--- config.mk ---
export PLATFORM = sky130hd
export DESIGN_NAME = vga_timing
export DESIGN_NICKNAME = d
export VERILOG_FILES = /design/src/rtl/vga_pkg.sv /design/src/rtl/rise_detect.sv /design/src/rtl/vga_timing.sv
export SDC_FILE = /design/constraint.sdc
export NUM_CORES = 1
export LEC_CHECK = 0
export CAP_MARGIN = 0
export CORE_UTILIZATION = 25
export CTS_CLUSTER_DIAMETER = 40
export DETAILED_ROUTE_END_ITERATION = 10
export SLEW_MARGIN = 20
export SYNTH_ARGS = -nofsm -noshare
export SYNTH_HDL_FRONTEND = slang
export SYNTH_SLANG_ARGS = --single-unit
--- constraint.sdc ---
create_clock -name clk -period 2.8 [get_ports clk]
set_input_delay 0.42 -clock clk [delete_from_list [all_inputs] [get_ports clk]]
set_output_delay 0.42 -clock clk [all_outputs]
set_load 0.02 [all_outputs]
--- src/rtl/vga_pkg.sv ---
// Shared VGA timing constants and coordinate width, reused by the sprite and renderer blocks.
package vga_pkg;

  localparam int COORD_W = 10;

  localparam int H_VISIBLE_DEF = 640;
  localparam int H_FRONT_DEF   = 16;
  localparam int H_SYNC_DEF    = 96;
  localparam int H_BACK_DEF    = 48;

  localparam int V_VISIBLE_DEF = 480;
  localparam int V_FRONT_DEF   = 10;
  localparam int V_SYNC_DEF    = 2;
  localparam int V_BACK_DEF    = 33;

  typedef logic [COORD_W-1:0] coord_t;

endpackage

--- src/rtl/rise_detect.sv ---
// Rising-edge detector for a slow square wave sampled as data in the clk domain.
// The history register resets high so a level already high at reset release
// is not mistaken for a fresh rising edge.
module rise_detect (
  input  logic clk,
  input  logic rst_n,
  input  logic d,
  output logic pulse
);

  logic q;

  // Previous-cycle copy of d.
  always_ff @(posedge clk or negedge rst_n) begin
    if (!rst_n) begin
      q <= 1'b1;
    end else begin
      q <= d;
    end
  end

  assign pulse = d & ~q;

endmodule

--- src/rtl/vga_timing.sv ---
// VGA raster timing generator. Counters advance once per rising edge of the
// pixel-rate vga_clk (sampled as data); sync and blanking are decoded from
// the next-counter values so they line up with pixel_x/pixel_y.
module vga_timing
  import vga_pkg::*;
#(
  parameter int H_VISIBLE = H_VISIBLE_DEF,
  parameter int H_FRONT   = H_FRONT_DEF,
  parameter int H_SYNC    = H_SYNC_DEF,
  parameter int H_BACK    = H_BACK_DEF,
  parameter int V_VISIBLE = V_VISIBLE_DEF,
  parameter int V_FRONT   = V_FRONT_DEF,
  parameter int V_SYNC    = V_SYNC_DEF,
  parameter int V_BACK    = V_BACK_DEF
) (
  input  logic               clk,
  input  logic               rst_n,
  input  logic               vga_clk,
  output logic               pix_stb,
  output logic [COORD_W-1:0] pixel_x,
  output logic [COORD_W-1:0] pixel_y,
  output logic               hsync,
  output logic               vsync,
  output logic               video_on,
  output logic               frame_start
);

  localparam int H_TOTAL = H_VISIBLE + H_FRONT + H_SYNC + H_BACK;
  localparam int V_TOTAL = V_VISIBLE + V_FRONT + V_SYNC + V_BACK;

  localparam coord_t H_LAST   = COORD_W'(H_TOTAL - 1);
  localparam coord_t V_LAST   = COORD_W'(V_TOTAL - 1);
  localparam coord_t H_VIS    = COORD_W'(H_VISIBLE);
  localparam coord_t V_VIS    = COORD_W'(V_VISIBLE);
  localparam coord_t HS_START = COORD_W'(H_VISIBLE + H_FRONT);
  localparam coord_t HS_END   = COORD_W'(H_VISIBLE + H_FRONT + H_SYNC);
  localparam coord_t VS_START = COORD_W'(V_VISIBLE + V_FRONT);
  localparam coord_t VS_END   = COORD_W'(V_VISIBLE + V_FRONT + V_SYNC);

  logic   adv;
  coord_t x_nxt;
  coord_t y_nxt;
  logic   wrap_frame;

  rise_detect u_rise (
    .clk   (clk),
    .rst_n (rst_n),
    .d     (vga_clk),
    .pulse (adv)
  );

  // Next raster position: x wraps at end of line, y steps on x wrap and wraps at end of frame.
  always_comb begin
    x_nxt = pixel_x + 1'b1;
    y_nxt = pixel_y;
    if (pixel_x == H_LAST) begin
      x_nxt = '0;
      if (pixel_y == V_LAST) begin
        y_nxt = '0;
      end else begin
        y_nxt = pixel_y + 1'b1;
      end
    end
  end

  assign wrap_frame = (pixel_x == H_LAST) && (pixel_y == V_LAST);

  // Counters and decoded outputs update only on a detected vga_clk rise.
  // Reset parks the raster on the last position so the first advance lands on (0,0).
  always_ff @(posedge clk or negedge rst_n) begin
    if (!rst_n) begin
      pix_stb     <= 1'b0;
      frame_start <= 1'b0;
      pixel_x     <= H_LAST;
      pixel_y     <= V_LAST;
      hsync       <= 1'b1;
      vsync       <= 1'b1;
      video_on    <= 1'b0;
    end else begin
      pix_stb     <= adv;
      frame_start <= adv && wrap_frame;
      if (adv) begin
        pixel_x  <= x_nxt;
        pixel_y  <= y_nxt;
        hsync    <= !((x_nxt >= HS_START) && (x_nxt < HS_END));
        vsync    <= !((y_nxt >= VS_START) && (y_nxt < VS_END));
        video_on <= (x_nxt < H_VIS) && (y_nxt < V_VIS);
      end
    end
  end

endmodule

# Word-level counts from Yosys, hierarchy flattened
# Index checks and enable logic that the tools add are counted.
# totals
ff_bits	26
in_bits	3
out_inout_bits	25
wordCells	30
# classes
n_addsub	2
order_cmp	6
eq_ne	2
n_mux	3
bitwise_logic	2
n_reduce_logical	7
# ops
cell	count
two-way mux 10 bit	3
adder 10 x 1 -> 10 bit, second input constant	2
equality test 10 bit, second input constant	2
less-than comparator 10 bit, second input constant	2
less-than comparator 10 x 9 -> 1 bit, second input constant	2
greater-or-equal comparator 10 bit, second input constant	1
greater-or-equal comparator 10 x 9 -> 1 bit, second input constant	1
logical AND 1 bit	5
zero test 1 bit	2
bitwise AND 1 bit	1
NOT 1 bit	1

# Depth between registers and ports, before layout
# Gate-level depths: netlist (run 1).
# logic_depth
ltp_word	6
depth_mapped	8

# Modules after synthesis
# Synthesis (run 1) repeated with hierarchy kept, for this count alone.
# hier_totals
cells_unflattened	182
area_unflattened_um2	1672.9
# modules_own_cells
module	n_inst	cells_each	area_per_inst_um2	seq_area_each_um2
vga_timing	1	180	1632.8	640.6
rise_detect	1	2	40.0	26.3

# Worst setup path after synthesis (run 1)
# Ideal clock, no wire load.
# synth_path
path_kind	reg-to-reg
startpoint	reg pixel_x[0]
endpoint	reg pixel_y[5]
t_arrival_ps	2148
setup_slack_ps	586
stages_incl_launch_ff	8
n_path_buf	1
synth_period_minus_slack_ps	2214
cell_sequence	dfstp_2 > ha_1 > and4_1 > buf_2 > nand3_4 > or3_4 > or4_1 > nand2_1
# synth_between
elab_chain_len	2
# synth_lines
element	line_no	text
start, declared	vga_timing.sv:20	output logic [COORD_W-1:0] pixel_x,
start signal, assigned	vga_timing.sv:83	pixel_x <= x_nxt;
equality test 10 bit	vga_timing.sv:56	if (pixel_x == H_LAST) begin
two-way mux 10 bit	vga_timing.sv:56	
end signal, assigned	vga_timing.sv:84	pixel_y <= y_nxt;
end, declared	vga_timing.sv:21	output logic [COORD_W-1:0] pixel_y,
# No other way between the ends.
# A chain may end at the register's enable or synchronous reset.

# Final worst setup path (run 1)
# Ends and elaborated chain as after synthesis.

==> results of run 1 <==
## critical path, stage by stage, from the launching register on
cell	delay (ns)
dfstp_2	0.59
ha_1	0.19
and4_1	0.35
nand3_4	0.17
or3_4	0.40
or4_1	0.50
nand2_1	0.08
## Yosys cell counts, types with 4 or more instances
cell type | instances | area share, %
dfrtp_1 | 13 | 19
o31ai_1 | 4 | 1.8
nor3_1 | 4 | 1.2
ha_1 | 4 | 3.0
a21oi_1 | 8 | 2.4
xnor2_1 | 6 | 3.1
inv_1 | 5 | 1.1
buf_2 | 4 | 1.2
nand2b_1 | 7 | 2.6
clkbuf_1 | 4 | 0.89
and3_1 | 6 | 2.2
nand3_1 | 8 | 2.4
nor2_1 | 12 | 2.7
dfstp_2 | 13 | 20
o21ai_0 | 22 | 6.5
nand2_1 | 23 | 5.1
## cells in the final DEF, fill, tap and decap left out, drive strengths merged, types with 3 or more instances in the layout
cell and instances:
inv 5, o22ai 3, nor4 3, nand2b 7, clkdlybuf4s50 27, a21oi 8, nor3 4, nand3 9
clkbuf 4, xnor2 6, ha 4, dfstp 13, or4 3, or3 3, and3 8, o31ai 4
nor2 12, dfrtp 13, o21ai 22, nand2 23
## metal layers
metal | global-route usage, % | part of all wire (%)
met5 | 0 | 0
met4 | 4.232 | 0.92
met3 | 1.868 | 5.8
met2 | 18.33 | 43
met1 | 16.84 | 50
## state kept, by name, summed over array words and instances (netlist names)
register and count:
pix_stb 1, u_rise.q 1, hsync 1, frame_start 1
vsync 1, pixel_x 10, pixel_y 10, video_on 1
## stage by stage
step	hold slack, ns	utilization (%)	area (um^2)
after floorplan	0.1244	-	1687
after global placement	0.4806	31.01	1992
after detailed placement	0.4864	31.01	1992
after CTS	0.5044	31.87	2047
after global routing	0.5337	31.87	2047
final	0.5016	31.87	2047
## kinds of logic (layout without fill, tap and decap cells)
family / count (synthesis) / count (layout) / synth area share [%]
and+or+nand+nor: 85 / 85 / 28.78
AOI/OAI and AO/OA: 52 / 52 / 19.22
DFF: 26 / 26 / 39.54
buffers and inverters: 18 / 39 / 5.860
xor gates and xnor gates: 7 / 7 / 3.635
adders and majority gates: 4 / 4 / 2.967
## final cells by class
type / instances / area [um^2]
clock buffer: 4 / 55.05
fill: 668 / 4375
inverter: 6 / 22.52
multi-input combinational: 148 / 920.9
sequential: 26 / 666.9
tap: 77 / 96.34
timing repair buffer: 29 / 285.3
## how the worst max path moves through the flow
| stage | end | startpoint | slack [ns] |
|---|---|---|---|
| 2_1_floorplan | pixel_y[5] | pixel_x[0] | 0.59 |
| 3_3_place_gp | pixel_y[5] | vga_clk | 0.53 |
| 3_5_place_dp | pixel_y[5] | pixel_x[0] | 0.50 |
| 4_1_cts | pixel_y[5] | pixel_x[0] | 0.47 |
| 5_1_grt | pixel_y[5] | pixel_x[0] | 0.34 |
| 6_report | pixel_y[5] | pixel_x[0] | 0.45 |
## report_power, final
group / total, uW / internal (uW) / switching, uW
Sequential: 558 / 465 / 93.3
Clock: 254 / 126 / 128
Combinational: 380 / 179 / 201
Total: 1190 / 770 / 422
==> impl_metrics.json, run 1 <==
{
  "row_count": 29,
  "synth_edf_count": 0,
  "ios": 28,
  "r2r-end": "pixel_y[5]",
  "violations": "design-rule violations",
  "die_area_um2": 7079,
  "power_uw": 1192,
  "max_freq_mhz": 426.4,
  "antenna_found_initial": 0,
  "cp_data_arrival_time_ns": 2.57,
  "synth_fp_nets": 199,
  "clk_pin_slew_worst_paths_ns": 0.10,
  "ys_seq_elements": 26,
  "dominantRegCellSynth": "dfstp_2",
  "chipHeight_um": 84.14,
  "io_buffers": 27,
  "skew_ns": 0.003486,
  "rsz0062_at_grt": "no",
  "ant_nets": 0,
  "gp_congestion": 0.7964,
  "place_inst": 286,
  "pre_cts_slack_ns": 0.4984,
  "num_vias": 1541,
  "ys_async_sr_fraction_pct": 100.0,
  "initial_utilization_pct": 26.26,
  "diodes": 0,
  "rr_worst_depth": 6,
  "fin_ws_ns": 0.4547,
  "first_iter_violations": 97,
  "ys_warn_count": 0,
  "total_leakage_power_uw": 0.0007814,
  "cts_buffers": 3,
  "clk_latency_ns": 0.28,
  "drt_wl_total_mm": 4.141,
  "outcome": "complete, but fails checks",
  "post_cts_buffers": 0,
  "power.density_nw_per_um2": 582.1,
  "clockBufferDepth": 2,
  "r2r_start": "pixel_x[0]",
  "clkSinkCount": 26,
  "cp-end-kind": "flop",
  "critPathMaxFanout": 9,
  "die_w_um": 84.14,
  "ys_seq_area_share_pct": 39.54,
  "synth_cell_type_count": 49,
  "root_buffer": "clkbuf_8",
  "r2r_slack_ns": 0.45,
  "finalSetupViolCount": 0,
  "drv_cap": 0,
  "drc_errors": 2,
  "globalRouteOverflowTotal": 0,
  "grt_use_total_pct": 11.88,
  "htree_levels": 1,
  "fin_crit_sh_pct": 83.76,
  "hold_viol_final": 0,
  "synth_area_per_cell_um2": 8.784,
  "wire_per_inst_um": 14.28,
  "hpwl_mm": 2.989,
  "tns_ns": 0,
  "viasPerCell": 5.314,
  "worst_pin_slew_ns": 0.4473,
  "critPathRequiredTime_ns": 3.02,
  "core_um2": 6422,
  "first_global_vias": 1398,
  "report.final.slew_viol_count": 0,
  "syn-instance-count": 192,
  "irDropWorstVdd_mv": 0.3739,
  "start_kind": "flop",
  "grt_first_pass_wirelength_mm": 6.865,
  "max-slew-margin-rel_pct": 69.90,
  "first_pass_iters": 7,
  "stdcell_count": 290,
  "drive_above_1_share_pct": 11.74,
  "cts-hold-fix-buffers": 0,
  "period_needed_ns": 2.345,
  "grt_max_degree": 27,
  "nets": 221,
  "syn_area_um2": 1687,
  "cts.repair.resized": 0,
  "worstSetupPathType": "reg -> reg",
  "cts_tree": "yes",
  "syn2layout_area_growth_pct": 21.36,
  "min_path_type": "in -> async"
}
No activity file was read; power rests on OpenSTA's default activity.
==> run 2: changes to the inputs <==
==> constraint.sdc (replaced) <==
create_clock -name clk -period 2.2 [get_ports clk]
set_input_delay 0.33 -clock clk [delete_from_list [all_inputs] [get_ports clk]]
set_output_delay 0.33 -clock clk [all_outputs]
set_load 0.02 [all_outputs]
==> run 2 against run 1 <==
  * The flow still finishes with violations (design-rule violations)
  * Die area did not move
  * Wire length grew 0.65%
  * Register-to-register slack got worse by 0.35 ns
  * Non-clock buffer count rose by 12
  * Global-route usage rose by 0.65 points
  * Clock power grew 14%
  * Clock skew up 0.0067 ns
  * Via count grew 1.9%
  * First-iteration DRC count increased by 52%
  * Core utilization grew 1.3 points
  * Flip-flop and latch count unchanged
  * Highest routed layer unchanged
==> impl_metrics.json, run 2 (synthesis gave the netlist of run 1 again) <==
{
  "hold_viol_final": 0,
  "viasPerCell": 5.199,
  "cp-end-kind": "flop",
  "cp_data_arrival_time_ns": 2.32,
  "first_iter_violations": 147,
  "worstSetupPathType": "reg -> reg",
  "r2r_slack_ns": 0.10,
  "power_uw": 1514,
  "die_area_um2": 7079,
  "root_buffer": "clkbuf_8",
  "r2r_start": "pixel_x[0]",
  "num_vias": 1570,
  "first_global_vias": 1425,
  "diodes": 0,
  "grt_max_degree": 27,
  "critPathMaxFanout": 7,
  "critPathRequiredTime_ns": 2.42,
  "ios": 28,
  "reg_top3": "pixel_x: 10 flops, pixel_y: 10 flops",
  "worstPathCellList": "ha_2, and4_2, nand3_4, or3_4, or4_1, nand2_1",
  "hpwl_mm": 3.096,
  "period_needed_ns": 2.099,
  "post_cts_buffers": 0,
  "cp_slowest_cell": "dfstp_2",
  "htree_levels": 1,
  "ant_nets": 0,
  "tns_ns": 0,
  "cts-hold-fix-buffers": 0,
  "cts_tree": "yes",
  "total_leakage_power_uw": 0.0008329,
  "power.density_nw_per_um2": 709.8,
  "antenna_found_initial": 0,
  "cts_buffers": 3,
  "max-slew-margin-rel_pct": 69.84,
  "crit_path_end": "pixel_y[5]",
  "drv_cap": 0,
  "clockBufferDepth": 2,
  "grt_first_pass_wirelength_mm": 7.100,
  "max_freq_mhz": 476.3,
  "worst_pin_slew_ns": 0.4524,
  "final_cell_mix": "clkdlybuf4s50_1, o21ai_0, nand2_1",
  "clk_pin_slew_worst_paths_ns": 0.10,
  "min_path_type": "in -> async",
  "grt_use_total_pct": 12.53,
  "skew_ns": 0.01014,
  "initial_utilization_pct": 26.26,
  "report.final.slew_viol_count": 0,
  "row_count": 29,
  "final_common_cell": "clkdlybuf4s50_1",
  "rsz0062_at_grt": "no",
  "core_um2": 6422,
  "wire_per_inst_um": 13.80,
  "rr_worst_depth": 6,
  "first_pass_iters": 7,
  "slowest_delay_ns": 0.55,
  "syn2layout_area_growth_pct": 26.48,
  "outcome": "complete, but fails checks",
  "drc_errors": 2,
  "violations": "design-rule violations",
  "start_kind": "flop",
  "clkSinkCount": 26,
  "fin_util_pct": 33.22,
  "finalSetupViolCount": 0,
  "irDropWorstVdd_mv": 0.4724,
  "drive_above_1_share_pct": 17.33,
  "io_buffers": 27,
  "clk_latency_ns": 0.28,
  "gp_congestion": 0.8740,
  "fin_crit_sh_pct": 95.43,
  "chipHeight_um": 84.14,
  "die_w_um": 84.14,
  "globalRouteOverflowTotal": 0,
  "drt_wl_total_mm": 4.168,
  "critPathLaunch": "pixel_x[0]",
  "r2r-end": "pixel_y[5]",
  "nets": 233
}
-- run 2: cell types whose count changed in the layout (fill, tap and decap cells not counted), sizes merged --
cell	delta
buf	+12
-- run 2: timing repair --
item / 4_1_cts / 5_1_grt
resized for setup: 0 / 2
endpoints found under the setup margin: 0 / 7
hold endpoints to repair: 0 / 0
-- run 2: stage by stage --
step | setup WS, ns | cells | hold WS (ns) | cell area (um^2)
finish | 0.1006 | 302 | 0.4076 | 2133
global route | 0.04142 | 302 | 0.4534 | 2133
CTS | 0.05559 | 302 | 0.4250 | 2130
detailed placement | 0.06659 | 298 | 0.4833 | 2085
global placement | 0.1251 | 298 | 0.4808 | 2085
floorplan | 0.0007934 | 192 | 0.03441 | 1692
-- run 2: how the worst min path moves through the flow --
stage,slack (ns),from,end,cells past startpoint
final,0.41,rst_n,pixel_y[5],2
after floorplan,0.03,rst_n,frame_start,0
after detailed placement,0.48,video_on,video_on,2
after global routing,0.45,rst_n,video_on,2
after global placement,0.48,video_on,video_on,2
after CTS,0.42,rst_n,pixel_y[1],2
-- run 2: area by class of cell --
cell class,instances,area [um^2]
Fill cell,666,4289
Multi-Input combinational cell,148,927.1
Sequential cell,26,666.9
Timing Repair Buffer,41,375.4
Tap cell,77,96.34
Clock buffer,4,45.04
Inverter,6,22.52
-- run 2: where the power goes --
part	internal (uW)	switching, uW
registers	591	97.1
clock network	130	159
logic	255	281
total	976	538
-- run 2: metal layers --
metal	up-vias	share of wire [%]	global-route usage, %
met5	-	0	0
met4	0	2.0	5.329
met3	7	4.3	1.278
met2	38	43	18.33
met1	765	50	18.67
li1	760	-	-
-- run 2: critical path: cells and delay by family (launching register included) --
family                     cells  cell delay [ns]
DFF                            1             0.55
and+or+nand+nor                5             1.31
adders and majority gates      1             0.19
